## src/rtl/fifo_wr_arbiter_ctrl_if.sv

```systemverilog
// rtl/fifo_wr_arbiter_ctrl_if.sv - requester, consumer and memory-control signals of the FIFO write arbiter
interface fifo_wr_arbiter_ctrl_if #(
  parameter int DEPTH      = 8,
  parameter int DATA_WIDTH = 4,
  parameter int NUM_REQ    = 4
);
  localparam int AW = $clog2(DEPTH);

  logic [NUM_REQ-1:0]            i_req;
  logic [NUM_REQ*DATA_WIDTH-1:0] i_req_data;
  logic [NUM_REQ-1:0]            o_grant;
  logic                          i_rd_en;
  logic                          o_wr_en;
  logic [DATA_WIDTH-1:0]         o_wr_data;
  logic [AW:0]                   o_b_wr_ptr;
  logic                          o_rd_en;
  logic [AW:0]                   o_b_rd_ptr;
  logic                          o_full;
  logic                          o_empty;
  logic [AW:0]                   o_count;
  logic                          o_rd_valid;

  modport slave (
    input  i_req, i_req_data, i_rd_en,
    output o_grant, o_wr_en, o_wr_data, o_b_wr_ptr, o_rd_en, o_b_rd_ptr,
           o_full, o_empty, o_count, o_rd_valid
  );

  modport master (
    output i_req, i_req_data, i_rd_en,
    input  o_grant, o_wr_en, o_wr_data, o_b_wr_ptr, o_rd_en, o_b_rd_ptr,
           o_full, o_empty, o_count, o_rd_valid
  );
endinterface

```

## src/rtl/fifo_wr_arbiter_ctrl.sv

```systemverilog
// rtl/fifo_wr_arbiter_ctrl.sv - round-robin write arbiter and pointer/status owner for a dual-port FIFO memory
module fifo_wr_arbiter_ctrl #(
  parameter int DEPTH      = 8,
  parameter int DATA_WIDTH = 4,
  parameter int NUM_REQ    = 4
) (
  input logic                   i_clk,
  input logic                   i_rst,
  fifo_wr_arbiter_ctrl_if.slave bus
);
  localparam int AW = $clog2(DEPTH);
  localparam int IW = $clog2(NUM_REQ);

  logic [AW:0]           wr_ptr;
  logic [AW:0]           rd_ptr;
  logic [IW-1:0]         last_grant;
  logic                  rd_valid;
  logic                  full;
  logic                  empty;
  logic                  rd_en;
  logic                  wr_en;
  logic                  found;
  logic [NUM_REQ-1:0]    grant;
  logic [IW-1:0]         grant_idx;
  logic [DATA_WIDTH-1:0] wr_data;
  int                    cand;

  assign empty = (wr_ptr == rd_ptr);
  assign full  = (wr_ptr[AW] != rd_ptr[AW]) && (wr_ptr[AW-1:0] == rd_ptr[AW-1:0]);
  assign rd_en = bus.i_rd_en & ~empty;
  assign wr_en = |grant;

  // Search starts one past the last winner; reset is gated in so nothing is granted while held.
  always_comb begin
    grant     = '0;
    grant_idx = last_grant;
    found     = 1'b0;
    cand      = 0;
    if (!full && !i_rst) begin
      for (int i = 1; i <= NUM_REQ; i++) begin
        cand = (int'(last_grant) + i) % NUM_REQ;
        for (int k = 0; k < NUM_REQ; k++) begin
          if (!found && (k == cand) && bus.i_req[k]) begin
            found     = 1'b1;
            grant[k]  = 1'b1;
            grant_idx = IW'(k);
          end
        end
      end
    end
  end

  always_comb begin
    wr_data = '0;
    for (int k = 0; k < NUM_REQ; k++) begin
      if (grant[k]) wr_data = bus.i_req_data[k*DATA_WIDTH +: DATA_WIDTH];
    end
  end

  always_ff @(posedge i_clk or posedge i_rst) begin
    if (i_rst) begin
      wr_ptr     <= '0;
      rd_ptr     <= '0;
      last_grant <= IW'(NUM_REQ - 1);
      rd_valid   <= 1'b0;
    end else begin
      if (wr_en) begin
        wr_ptr     <= wr_ptr + 1'b1;
        last_grant <= grant_idx;
      end
      if (rd_en) rd_ptr <= rd_ptr + 1'b1;
      rd_valid <= rd_en;
    end
  end

  assign bus.o_grant    = grant;
  assign bus.o_wr_en    = wr_en;
  assign bus.o_wr_data  = wr_data;
  assign bus.o_b_wr_ptr = wr_ptr;
  assign bus.o_rd_en    = rd_en;
  assign bus.o_b_rd_ptr = rd_ptr;
  assign bus.o_full     = full;
  assign bus.o_empty    = empty;
  assign bus.o_count    = wr_ptr - rd_ptr;
  assign bus.o_rd_valid = rd_valid;
endmodule

```

## src/flat_wrapper.sv

```systemverilog
// flat-port wrapper written by rule: the top's interface ports become plain ports
module fifo_wr_arbiter_ctrl_flat 
#(
  parameter int DEPTH      = 8,
  parameter int DATA_WIDTH = 4,
  parameter int NUM_REQ    = 4
)
  (i_clk, i_rst, bus_i_req, bus_i_req_data, bus_i_rd_en, bus_o_grant, bus_o_wr_en, bus_o_wr_data, bus_o_b_wr_ptr, bus_o_rd_en, bus_o_b_rd_ptr, bus_o_full, bus_o_empty, bus_o_count, bus_o_rd_valid);
  fifo_wr_arbiter_ctrl_if #(.DEPTH(DEPTH), .DATA_WIDTH(DATA_WIDTH), .NUM_REQ(NUM_REQ)) bus_i ();
  input logic i_clk;
  input logic i_rst;
  input wire logic [$bits(bus_i.i_req)-1:0] bus_i_req;
  input wire logic [$bits(bus_i.i_req_data)-1:0] bus_i_req_data;
  input wire logic [$bits(bus_i.i_rd_en)-1:0] bus_i_rd_en;
  output wire logic [$bits(bus_i.o_grant)-1:0] bus_o_grant;
  output wire logic [$bits(bus_i.o_wr_en)-1:0] bus_o_wr_en;
  output wire logic [$bits(bus_i.o_wr_data)-1:0] bus_o_wr_data;
  output wire logic [$bits(bus_i.o_b_wr_ptr)-1:0] bus_o_b_wr_ptr;
  output wire logic [$bits(bus_i.o_rd_en)-1:0] bus_o_rd_en;
  output wire logic [$bits(bus_i.o_b_rd_ptr)-1:0] bus_o_b_rd_ptr;
  output wire logic [$bits(bus_i.o_full)-1:0] bus_o_full;
  output wire logic [$bits(bus_i.o_empty)-1:0] bus_o_empty;
  output wire logic [$bits(bus_i.o_count)-1:0] bus_o_count;
  output wire logic [$bits(bus_i.o_rd_valid)-1:0] bus_o_rd_valid;
  assign bus_i.i_req = bus_i_req;
  assign bus_i.i_req_data = bus_i_req_data;
  assign bus_i.i_rd_en = bus_i_rd_en;
  assign bus_o_grant = bus_i.o_grant;
  assign bus_o_wr_en = bus_i.o_wr_en;
  assign bus_o_wr_data = bus_i.o_wr_data;
  assign bus_o_b_wr_ptr = bus_i.o_b_wr_ptr;
  assign bus_o_rd_en = bus_i.o_rd_en;
  assign bus_o_b_rd_ptr = bus_i.o_b_rd_ptr;
  assign bus_o_full = bus_i.o_full;
  assign bus_o_empty = bus_i.o_empty;
  assign bus_o_count = bus_i.o_count;
  assign bus_o_rd_valid = bus_i.o_rd_valid;
  fifo_wr_arbiter_ctrl #(.DEPTH(DEPTH), .DATA_WIDTH(DATA_WIDTH), .NUM_REQ(NUM_REQ)) u_core (.i_clk(i_clk), .i_rst(i_rst), .bus(bus_i));
endmodule
```

## config.mk

```make
export PLATFORM = sky130hd
export DESIGN_NAME = fifo_wr_arbiter_ctrl_flat
export DESIGN_NICKNAME = d
export VERILOG_FILES = /design/src/rtl/fifo_wr_arbiter_ctrl_if.sv /design/src/rtl/fifo_wr_arbiter_ctrl.sv /design/src/flat_wrapper.sv
export SDC_FILE = /design/constraint.sdc
export NUM_CORES = 1
export LEC_CHECK = 0
export ABC_AREA = 1
export ABC_CLOCK_PERIOD_IN_PS = 3900
export BUFFER_PORTS_ARGS = -buffer_cell sky130_fd_sc_hd__buf_2
export CELL_PAD_IN_SITES_DETAIL_PLACEMENT = 1
export CELL_PAD_IN_SITES_GLOBAL_PLACEMENT = 1
export CORE_MARGIN = 1.5
export CORE_UTILIZATION = 32
export CTS_CLUSTER_SIZE = 40
export DETAILED_ROUTE_END_ITERATION = 8
export HOLD_SLACK_MARGIN = 0.08
export PLACE_DENSITY = 0.92
export SYNTH_ARGS = -nofsm -noshare
export SYNTH_HDL_FRONTEND = slang
export SYNTH_SLANG_ARGS = --single-unit
```

## constraint.sdc

```tcl
create_clock -name i_clk -period 3.9 [get_ports i_clk]
set_clock_uncertainty 0.05 [all_clocks]
set_input_delay 1.17 -clock i_clk [delete_from_list [all_inputs] [get_ports i_clk]]
set_output_delay 1.17 -clock i_clk [all_outputs]
set_load 0.03 [all_outputs]
```

Yosys cells after proc, flatten, opt, wreduce, memory -nomap -nowiden
Index checks and enable logic that the tools add are counted.
{"block": "totals", "register_bits": 11, "wordCells": 159, "mem_count": 0, "output_inout_bits": 25, "latchBits": 0, "rom_bits": 0, "input_bits": 23, "ram_bits": 0}
{"block": "classes", "n_div": 0, "reduce_logical": 61, "multipliers": 0, "shift": 0, "n_eq_ne": 15, "n_lt_le_gt_ge": 0, "bitwise": 6, "n_addsub": 7, "mux": 66}
{"cell": "logical NOT 32 bit", "n": 4}
{"cell": "2-to-1 mux 1 bit", "n": 45}
{"cell": "logical AND 1 bit", "n": 33}
{"cell": "2-to-1 mux 2 bit", "n": 16}
{"cell": "== test 3 bit (first input constant)", "n": 8}
{"cell": "2-to-1 mux 4 bit", "n": 5}
{"cell": "logical NOT 1 bit", "n": 17}
{"cell": "nonzero test 16 bit", "n": 1}
{"cell": "== test 2 x 3 -> 1 bit (first input constant)", "n": 4}
{"cell": "adder 4 x 1 -> 4 bit (second input constant)", "n": 2}
{"cell": "OR reduction 2 bit", "n": 4}
{"cell": "adder 2 x 1 -> 2 bit (second input constant)", "n": 2}
{"cell": "adder 2 bit (second input constant)", "n": 2}
{"cell": "AND 1 bit (first input constant)", "n": 4}
{"cell": "== test 4 bit", "n": 1}
{"cell": "OR reduction 4 bit", "n": 1}
{"cell": "subtractor 4 bit", "n": 1}
{"cell": "== test 3 bit", "n": 1}
{"cell": "AND reduction 3 bit", "n": 1}
{"cell": "AND 1 bit", "n": 1}
{"cell": "inequality test 1 bit", "n": 1}
{"cell": "NOT 1 bit", "n": 1}

Depth between registers and ports, before layout
Gate-level depths: netlist of the first run.
{"block": "logic_depth", "ltp_word": 86, "mapped_depth": 14, "mapped_depth_nobuf": 14}

Worst setup path after synthesis of the first run
Ideal clock, no wire load.
{"block": "synth_path", "path_kind": "input port to output port", "startpoint": "input bus_i_req[2]", "endpoint": "output bus_o_grant[3]", "arrival_time_ps": 2572, "required_ps": 2680, "path_slack_ps": 108, "path_stages": 9, "path_cell_list": "nand3_1 -> nand2_2 -> nor2_4 -> nand4_4 -> nor2_4 -> nand4_4 -> nor3_1 -> nor2_1 -> a21oi_1"}
{"block": "synth_via", "elab_chain_cells": 68, "elab_cells_between_ends": 71, "classes_between": "mux (31); reduce/logical (40)"}
{"element": "from (decl)", "line_no": "flat_wrapper.sv:12", "source": "input wire logic [$bits(bus_i.i_req)-1:0] bus_i_req;"}
{"element": "logical AND 1 bit", "line_no": "fifo_wr_arbiter_ctrl.sv:43", "source": "if (!found && (k == cand) && bus.i_req[k]) begin"}
{"element": "2-to-1 mux 1 bit", "line_no": "fifo_wr_arbiter_ctrl.sv:43"}
{"element": "2-to-1 mux 1 bit", "line_no": "fifo_wr_arbiter_ctrl.sv:39", "source": "if (!full && !i_rst) begin"}
{"element": "logical NOT 1 bit", "line_no": "fifo_wr_arbiter_ctrl.sv:43"}
{"element": "logical AND 1 bit (2 in a row)", "line_no": "fifo_wr_arbiter_ctrl.sv:43"}
{"element": "2-to-1 mux 1 bit", "line_no": "fifo_wr_arbiter_ctrl.sv:43"}
{"element": "2-to-1 mux 1 bit", "line_no": "fifo_wr_arbiter_ctrl.sv:39"}
{"element": "logical NOT 1 bit", "line_no": "fifo_wr_arbiter_ctrl.sv:43"}
{"element": "[49 not listed]"}
{"element": "logical NOT 1 bit", "line_no": "fifo_wr_arbiter_ctrl.sv:43"}
{"element": "logical AND 1 bit (2 in a row)", "line_no": "fifo_wr_arbiter_ctrl.sv:43"}
{"element": "2-to-1 mux 1 bit", "line_no": "fifo_wr_arbiter_ctrl.sv:43"}
{"element": "2-to-1 mux 1 bit", "line_no": "fifo_wr_arbiter_ctrl.sv:39"}
{"element": "logical NOT 1 bit", "line_no": "fifo_wr_arbiter_ctrl.sv:43"}
{"element": "logical AND 1 bit (2 in a row)", "line_no": "fifo_wr_arbiter_ctrl.sv:43"}
{"element": "2-to-1 mux 1 bit (*)", "line_no": "fifo_wr_arbiter_ctrl.sv:43"}
{"element": "2-to-1 mux 4 bit (*)", "line_no": "fifo_wr_arbiter_ctrl.sv:39"}
{"element": "to (decl)", "line_no": "flat_wrapper.sv:15", "source": "output wire logic [$bits(bus_i.o_grant)-1:0] bus_o_grant;"}
Every way passes the cells marked *; elsewhere a longest branch is shown, timed or not. The select of a mux whose other input is x is not followed.

Worst setup path after layout of the first run
{"block": "layout_path", "startpoint": "input bus_i_req[2]", "endpoint": "output bus_o_wr_data[2]"}
{"block": "layout_via", "elab_chain_cells": 69, "elab_cells_between_ends": 85, "classes_between": "mux (45); reduce/logical (40)"}
{"element": "logical AND 1 bit", "line_no": "fifo_wr_arbiter_ctrl.sv:43"}
{"element": "2-to-1 mux 1 bit", "line_no": "fifo_wr_arbiter_ctrl.sv:43"}
{"element": "2-to-1 mux 1 bit", "line_no": "fifo_wr_arbiter_ctrl.sv:39"}
{"element": "logical NOT 1 bit", "line_no": "fifo_wr_arbiter_ctrl.sv:43"}
{"element": "logical AND 1 bit (2 in a row)", "line_no": "fifo_wr_arbiter_ctrl.sv:43"}
{"element": "2-to-1 mux 1 bit", "line_no": "fifo_wr_arbiter_ctrl.sv:43"}
{"element": "2-to-1 mux 1 bit", "line_no": "fifo_wr_arbiter_ctrl.sv:39"}
{"element": "logical NOT 1 bit", "line_no": "fifo_wr_arbiter_ctrl.sv:43"}
{"element": "[50 not listed]"}
{"element": "logical AND 1 bit (2 in a row)", "line_no": "fifo_wr_arbiter_ctrl.sv:43"}
{"element": "2-to-1 mux 1 bit", "line_no": "fifo_wr_arbiter_ctrl.sv:43"}
{"element": "2-to-1 mux 1 bit", "line_no": "fifo_wr_arbiter_ctrl.sv:39"}
{"element": "logical NOT 1 bit", "line_no": "fifo_wr_arbiter_ctrl.sv:43"}
{"element": "logical AND 1 bit (2 in a row)", "line_no": "fifo_wr_arbiter_ctrl.sv:43"}
{"element": "2-to-1 mux 1 bit", "line_no": "fifo_wr_arbiter_ctrl.sv:43"}
{"element": "2-to-1 mux 4 bit (*)", "line_no": "fifo_wr_arbiter_ctrl.sv:39"}
{"element": "2-to-1 mux 4 bit (*)", "line_no": "fifo_wr_arbiter_ctrl.sv:56", "source": "if (grant[k]) wr_data = bus.i_req_data[k*DATA_WIDTH +: DATA_WIDTH];"}
{"element": "to (decl)", "line_no": "flat_wrapper.sv:17", "source": "output wire logic [$bits(bus_i.o_wr_data)-1:0] bus_o_wr_data;"}
Marked as above.

==> results of run 1 <==
## worst max-delay path: stages
cell and delay (ns):
buf_8 0.10, nand3_4 0.09, nand2_4 0.06, nor2_4 0.14, nand4_4 0.13, nor2_4 0.15, nand4_4 0.15, nor3_4 0.23
nand3_2 0.16, nand2_4 0.14, nand3_2 0.08, nand3_2 0.10, buf_6 0.13
## metal layers
metal,global-route usage [%],routed length [µm]
met2,43.61,2940
met3,4.167,160
met4,4.444,134
met1,24.41,1988
met5,0,0
## worst paths after layout
kind / depth (start not counted) / to
worst max-delay path: 13 / bus_o_wr_data[2]
worst min-delay path: 1 / u_core.bus.o_b_rd_ptr[3]
worst max register to register: 15 / u_core.bus.o_b_wr_ptr[2]
worst min register to register: 1 / u_core.bus.o_b_rd_ptr[3]
max in group asynchronous: 2 / u_core.last_grant[0]
min in group asynchronous: 2 / u_core.bus.o_b_wr_ptr[3]
## metrics by stage
stage | cell area [µm²] | setup slack, ns | instances | util (%)
2_1_floorplan | 1121 | 0.1081 | 170 | -
3_3_place_gp | 1526 | -0.1442 | 277 | 45.74
3_5_place_dp | 1526 | -0.2383 | 277 | 45.74
4_1_cts | 1812 | -0.1001 | 289 | 54.29
5_1_grt | 1998 | -0.2527 | 296 | 59.88
6_report | 1998 | -0.1541 | 296 | 59.88
## logic make-up after synthesis
family	count (synthesis)
adder cells (fa/ha/maj)	6
flip-flops	11
AO/OA/AOI/OAI	11
XOR/XNOR	8
buffers and inverters	34
AND/OR/NAND/NOR	100
## registers in the layout, indices dropped and copies added, names as in the netlist
register / flops
u_core.bus.o_b_rd_ptr: 4
u_core.bus.o_b_wr_ptr: 4
u_core.bus.o_rd_valid: 1
u_core.last_grant: 2
## placed cells by master (no fill, tap or decap), types with 2 or more instances in the layout
| master | netlist | layout |
|---|---|---|
| nand4_1 | 3 | 3 |
| buf_6 | 0 | 12 |
| nand2_2 | 4 | 9 |
| nand2_1 | 36 | 25 |
| nand4_4 | 2 | 2 |
| nand3_2 | 0 | 19 |
| o21ai_0 | 3 | 3 |
| o31ai_1 | 2 | 2 |
| dfrtp_1 | 9 | 9 |
| inv_2 | 4 | 6 |
| buf_4 | 0 | 30 |
| buf_8 | 0 | 2 |
| nor2_2 | 0 | 2 |
| nand2_4 | 0 | 6 |
| xor2_1 | 2 | 2 |
| nand3_1 | 32 | 10 |
| dfstp_2 | 2 | 2 |
| nor3_1 | 4 | 2 |
| a21oi_1 | 5 | 2 |
| a21oi_2 | 0 | 2 |
| ha_1 | 5 | 5 |
| buf_2 | 0 | 34 |
| nor3_4 | 1 | 2 |
| nor2_1 | 15 | 12 |
| inv_1 | 28 | 25 |
| nor2_4 | 2 | 3 |
| clkbuf_4 | 0 | 3 |
| nand3_4 | 0 | 3 |
| xnor2_1 | 6 | 6 |
## synthesized netlist by cell type
master,count,area share (%)
dfrtp_1,9,20
nor2_4,2,2.0
nand4_1,3,1.7
nor3_4,1,1.5
a21oi_1,5,2.2
fa_1,1,1.8
o21ai_1,1,0.45
nand2_1,36,12
or3_1,1,0.56
inv_1,28,9.4
inv_2,4,1.3
nand4_4,2,3.8
nor2_1,15,5.0
nand3_1,32,14
dfstp_2,2,4.7
nand2_2,4,2.2
o31ai_1,2,1.3
xnor2_1,6,4.7
clkbuf_1,2,0.67
nor3_1,4,1.8
xor2_1,2,1.6
o21ai_0,3,1.3
ha_1,5,5.6
## power by group
part           internal (µW)  switching, µW  leakage [µW]
Clock                   39.6           39.7     0.0000150
Sequential               178           93.8      0.000130
Combinational            614           1070      0.000884
Total                    832           1210       0.00103
## what timing repair did
item | 4_1_cts | 5_1_grt
setup buffers | 8 | 7
endpoints found under the setup margin | 8 | 9
gates resized for setup | 47 | 39
hold endpoints to repair | 0 | 0
pin swaps | 16 | 20
## final cells by class
type	instances	area (µm²)
repair buffers	78	560.5
flip-flops and latches	11	277.8
well taps	46	57.56
multi-input cells	125	953.4
inverters	32	122.6
clock buffers	4	26.28
fillers	442	1339
==> flow_metrics.py, run 1 <==
metrics = {
    "synth": {
        "yosys_register_bits": 11,
        "yosys.area_share.simple_pct": 44.87,
        "synth_area_per_cell_um2": 6.595,
        "syn_area_um2": 1121,
        "synth_xor_area_share_pct": 6.250,
        "synth_mux_area_share_pct": 0,
        "synth_cell_types": 23,
        "synth_top_family_by_area": "simple AND/OR/NAND/NOR gates",
        "yosys_warnings": 0,
        "synth_compound_area_share_pct": 5.357,
        "ys_seq_area_share_pct": 24.78,
        "netlist_instances": 170,
        "syn-num-nets": 199,
        "yosys.area_share.adder_pct": 7.366,
    },
    "power": {
        "finalPower_uw": 2038,
        "leakage_uw": 0.001029,
        "ir_drop_v": 0.0007725,
        "cellPowerDensity_nw_per_um2": 1020,
    },
    "timing": {
        "finalCriticalPeriod_ns": 4.054,
        "rsz0062_at_grt": "true",
        "slew_violations": 0,
        "clock.fmax_ghz": 0.2467,
        "finalHoldViolCount": 0,
        "hold_ws_ns": 0.4682,
        "maxSlewHeadroom_pct": 68.37,
        "worstMarginPinSlew_ns": 0.4728,
        "worst_slack_ns": -0.1541,
        "period_share_pct": 104.0,
        "fin_tns_setup_ns": -1.013,
        "setup_viol": 9,
    },
    "clock_tree": {
        "clk_pin_slew_ns": 0.07,
        "cts_hold_buffers": 0,
        "root_buffer": "clkbuf_4",
        "h-tree-depth": 1,
        "cts_tree": "done",
        "clockBufferDepth": 2,
        "cts_made_buffers": 3,
        "cts_sinks": 11,
        "insertion_delay_ns": 0.27,
    },
    "critical_path": {
        "startpoint": "bus_i_req[2]",
        "crit_arrival_ns": 2.83,
        "worstPathRequired_ns": 2.68,
        "end_kind": "output pin",
        "start_kind": "input port",
        "crit_fanout": 4,
        "reg2reg_slack_ns": 1.24,
        "worstReg2RegStart": "u_core.last_grant[0]",
        "critPathKind": "input port to output pin",
    },
    "min_path": {
        "hold_class": "flop to flop",
        "hp-start": "u_core.bus.o_b_rd_ptr[3]",
    },
    "detailed_routing": {
        "routed_wl_um": 5224,
        "avgViaCountPerCell": 5.101,
        "drcViolationCount": 0,
        "vias": 1510,
        "drtAntennaViolNets": 0,
        "wl_per_cell_um": 17.65,
        "drtIter0Drc": 59,
        "first_pass_iters": 4,
    },
    "die": {
        "die_w_um": 62.19,
        "start_util_pct": 33.60,
        "die-height_um": 62.19,
        "num_rows": 21,
        "fp.coreArea_um2": 3337,
        "die_area_um2": 3868,
        "ios": 48,
    },
    "placement": {
        "place_congestion": 0.8837,
        "hpwl_um": 2888,
        "io_buffers": 47,
    },
    "grt": {
        "antenna_found_initial": 0,
        "grt_overflow_total": 0,
        "grt_pass1_vias": 1516,
        "grt_max_degree": 21,
        "grt_first_pass_wirelength_um": 6879,
        "globalRouteTotalUtil_pct": 22.11,
    },
    "run": {
        "cap_viol_max_count": 0,
    },
    "status": {
        "violations": "negative setup slack",
        "status": "finished with violations",
    },
    "layout": {
        "syn2layout_area_growth_pct": 78.24,
        "diodes": 0,
        "fin_nets": 280,
        "drive_above_1_share_pct": 56.00,
    },
}
No activity file was read; power rests on OpenSTA's default activity.
==> inputs of run 2 (changes only) <==
--- a/config.mk
+++ b/config.mk
@@ -17,4 +17,5 @@
 export HOLD_SLACK_MARGIN = 0.08
 export PLACE_DENSITY = 0.92
+export SETUP_SLACK_MARGIN = 0.2
 export SYNTH_ARGS = -nofsm -noshare
 export SYNTH_HDL_FRONTEND = slang
==> constraint.sdc (replaced) <==
create_clock -name i_clk -period 3.9 [get_ports i_clk]
set_clock_uncertainty 0.05 [all_clocks]
set_input_delay 0.195 -clock i_clk [delete_from_list [all_inputs] [get_ports i_clk]]
set_output_delay 0.195 -clock i_clk [all_outputs]
set_load 0.03 [all_outputs]
==> run 2 against run 1 <==
Highest routed layer unchanged. Maximum frequency up 45%. Non-clock buffer count fell by 29. Sequential power decreased by 6%. Routed wire length fell by 36%. Core utilization is 16 points lower. Critical path type is now flop to output pin. Global-route usage down 2.7 points. Sequential share of layout area up 5.3 points. Worst setup slack better by 1.3 ns. Critical endpoint unchanged. The flow now finishes without violations. Combinational power decreased by 28%. Critical path depth is 2 higher. First-iteration DRC count grew 8.5%.
==> flow_metrics.py, run 2 (synthesis results as in run 1) <==
metrics = {
    "detailed_routing": {
        "drtIter0Drc": 64,
        "first_pass_iters": 4,
        "wl_per_cell_um": 12.47,
        "avgViaCountPerCell": 4.790,
        "routed_wl_um": 3330,
        "vias": 1279,
        "drtAntennaViolNets": 0,
        "drcViolationCount": 0,
    },
    "timing": {
        "finalHoldViolCount": 0,
        "slew_violations": 0,
        "finalCriticalPeriod_ns": 2.801,
        "maxSlewHeadroom_pct": 73.96,
        "clock.fmax_ghz": 0.3571,
        "rsz0062_at_grt": "false",
        "fin_tns_setup_ns": 0,
        "period_share_pct": 71.81,
        "worstMarginPinSlew_ns": 0.3902,
        "setup_viol": 0,
    },
    "clock_tree": {
        "insertion_delay_ns": 0.28,
        "root_buffer": "clkbuf_4",
        "clockBufferDepth": 2,
        "cts_sinks": 11,
        "cts_tree": "done",
        "h-tree-depth": 1,
        "clk_pin_slew_ns": 0.06,
        "cts_made_buffers": 3,
    },
    "power": {
        "ir_drop_v": 0.0007806,
        "leakage_uw": 0.0008136,
        "cellPowerDensity_nw_per_um2": 1075,
    },
    "critical_path": {
        "crit_fanout": 7,
        "worstReg2RegStart": "u_core.last_grant[0]",
        "reg2reg_slack_ns": 1.65,
        "critPathKind": "flop to output pin",
        "r2r_end": "u_core.bus.o_b_wr_ptr[3]",
        "end_kind": "output pin",
        "crit_arrival_ns": 2.56,
        "start_kind": "flop",
        "worstPathRequired_ns": 3.65,
        "reg2reg_depth": 13,
        "startpoint": "u_core.last_grant[0]",
    },
    "placement": {
        "place_congestion": 0.8385,
        "io_buffers": 47,
        "dp_cells": 262,
        "hpwl_um": 2716,
    },
    "layout": {
        "layout.cells.non_filler": 267,
        "mostFrequentLayoutCells": "47 x buf_2, 36 x nand2_1, 32 x nand3_1",
        "fin_nets": 251,
        "diodes": 0,
        "drive_above_1_share_pct": 29.86,
        "final_common_cell": "buf_2",
        "syn2layout_area_growth_pct": 29.35,
    },
    "die": {
        "die_area_um2": 3868,
        "ios": 48,
        "num_rows": 21,
        "die_w_um": 62.19,
        "fp.coreArea_um2": 3337,
        "die-height_um": 62.19,
        "start_util_pct": 33.60,
    },
    "grt": {
        "grt_overflow_total": 0,
        "globalRouteTotalUtil_pct": 19.39,
        "antenna_found_initial": 0,
        "grt_pass1_vias": 1335,
        "grt_max_degree": 21,
        "grt_first_pass_wirelength_um": 6092,
    },
    "min_path": {
        "holdPathStages": 3,
        "hold_end": "u_core.bus.o_b_rd_ptr[0]",
        "hp-start": "bus_i_rd_en",
        "hold_class": "input port to flop",
    },
    "status": {
        "status": "complete, no violations",
    },
    "run": {
        "cap_viol_max_count": 0,
    },
}
## run 2: per-stage QoR
stage	hold WS, ns	utilization [%]	cell area, µm²	total power [µW]	worst slack, ns
global placement	0.1599	42.37	1414	1452	1.455
global route	0.2138	43.46	1450	1715	0.7868
floorplan	-0.003993	-	1121	1165	1.089
detailed placement	0.1597	42.37	1414	1482	1.415
CTS	0.1951	43.46	1450	1574	1.096
finish	0.1978	43.46	1450	1559	1.099
## run 2: where the power goes
part | leakage, µW | total, µW | switching (µW) | internal (µW)
registers | 0.000130 | 255 | 77.5 | 178
clock network | 0.0000150 | 80.8 | 41.0 | 39.7
logic | 0.000669 | 1220 | 845 | 378
## run 2: worst max-delay path by stage
stage | end | slack [ns] | depth (start not counted)
floorplan | bus_o_grant[2] | 1.09 | 9
global placement | bus_o_wr_data[3] | 1.46 | 15
detailed placement | bus_o_wr_data[2] | 1.42 | 15
CTS | bus_o_wr_data[2] | 1.10 | 15
global route | bus_o_wr_data[2] | 0.79 | 15
finish | bus_o_wr_data[2] | 1.10 | 15
## run 2: metal layers
layer,GRT usage (%),part of all wire (%),up-vias
met5,0,0,-
li1,-,-,651
met4,10.00,3.3,0
met3,3.080,4.0,15
met1,25.79,45,572
met2,30.43,48,41
## run 2: area by class of cell
type / instances / area [µm²]
Tap cell: 46 / 57.56
Sequential cell: 11 / 277.8
Timing Repair Buffer: 49 / 252.7
Clock buffer: 4 / 26.28
Multi-Input combinational cell: 125 / 715.7
Fill cell: 482 / 1887
Inverter: 32 / 120.1
## run 2: critical path, cell delays in order (launching register included)
cell     delay (ns)
dfstp_2        0.60
nor2_1         0.10
nand2_1        0.11
nand2_2        0.09
nor2_4         0.12
nand4_4        0.12
nor2_4         0.14
nand4_4        0.11
nor2_1         0.15
nand2_1        0.07
nand2_1        0.18
nand3_1        0.11
nand2_1        0.11
inv_2          0.03
nand3_1        0.05
buf_2          0.19
## run 2: timing repair
action                    4_1_cts  5_1_grt
hold buffers                    1        0
setup buffers                   0        0
resized for setup               0        0
hold endpoints to repair        9        0
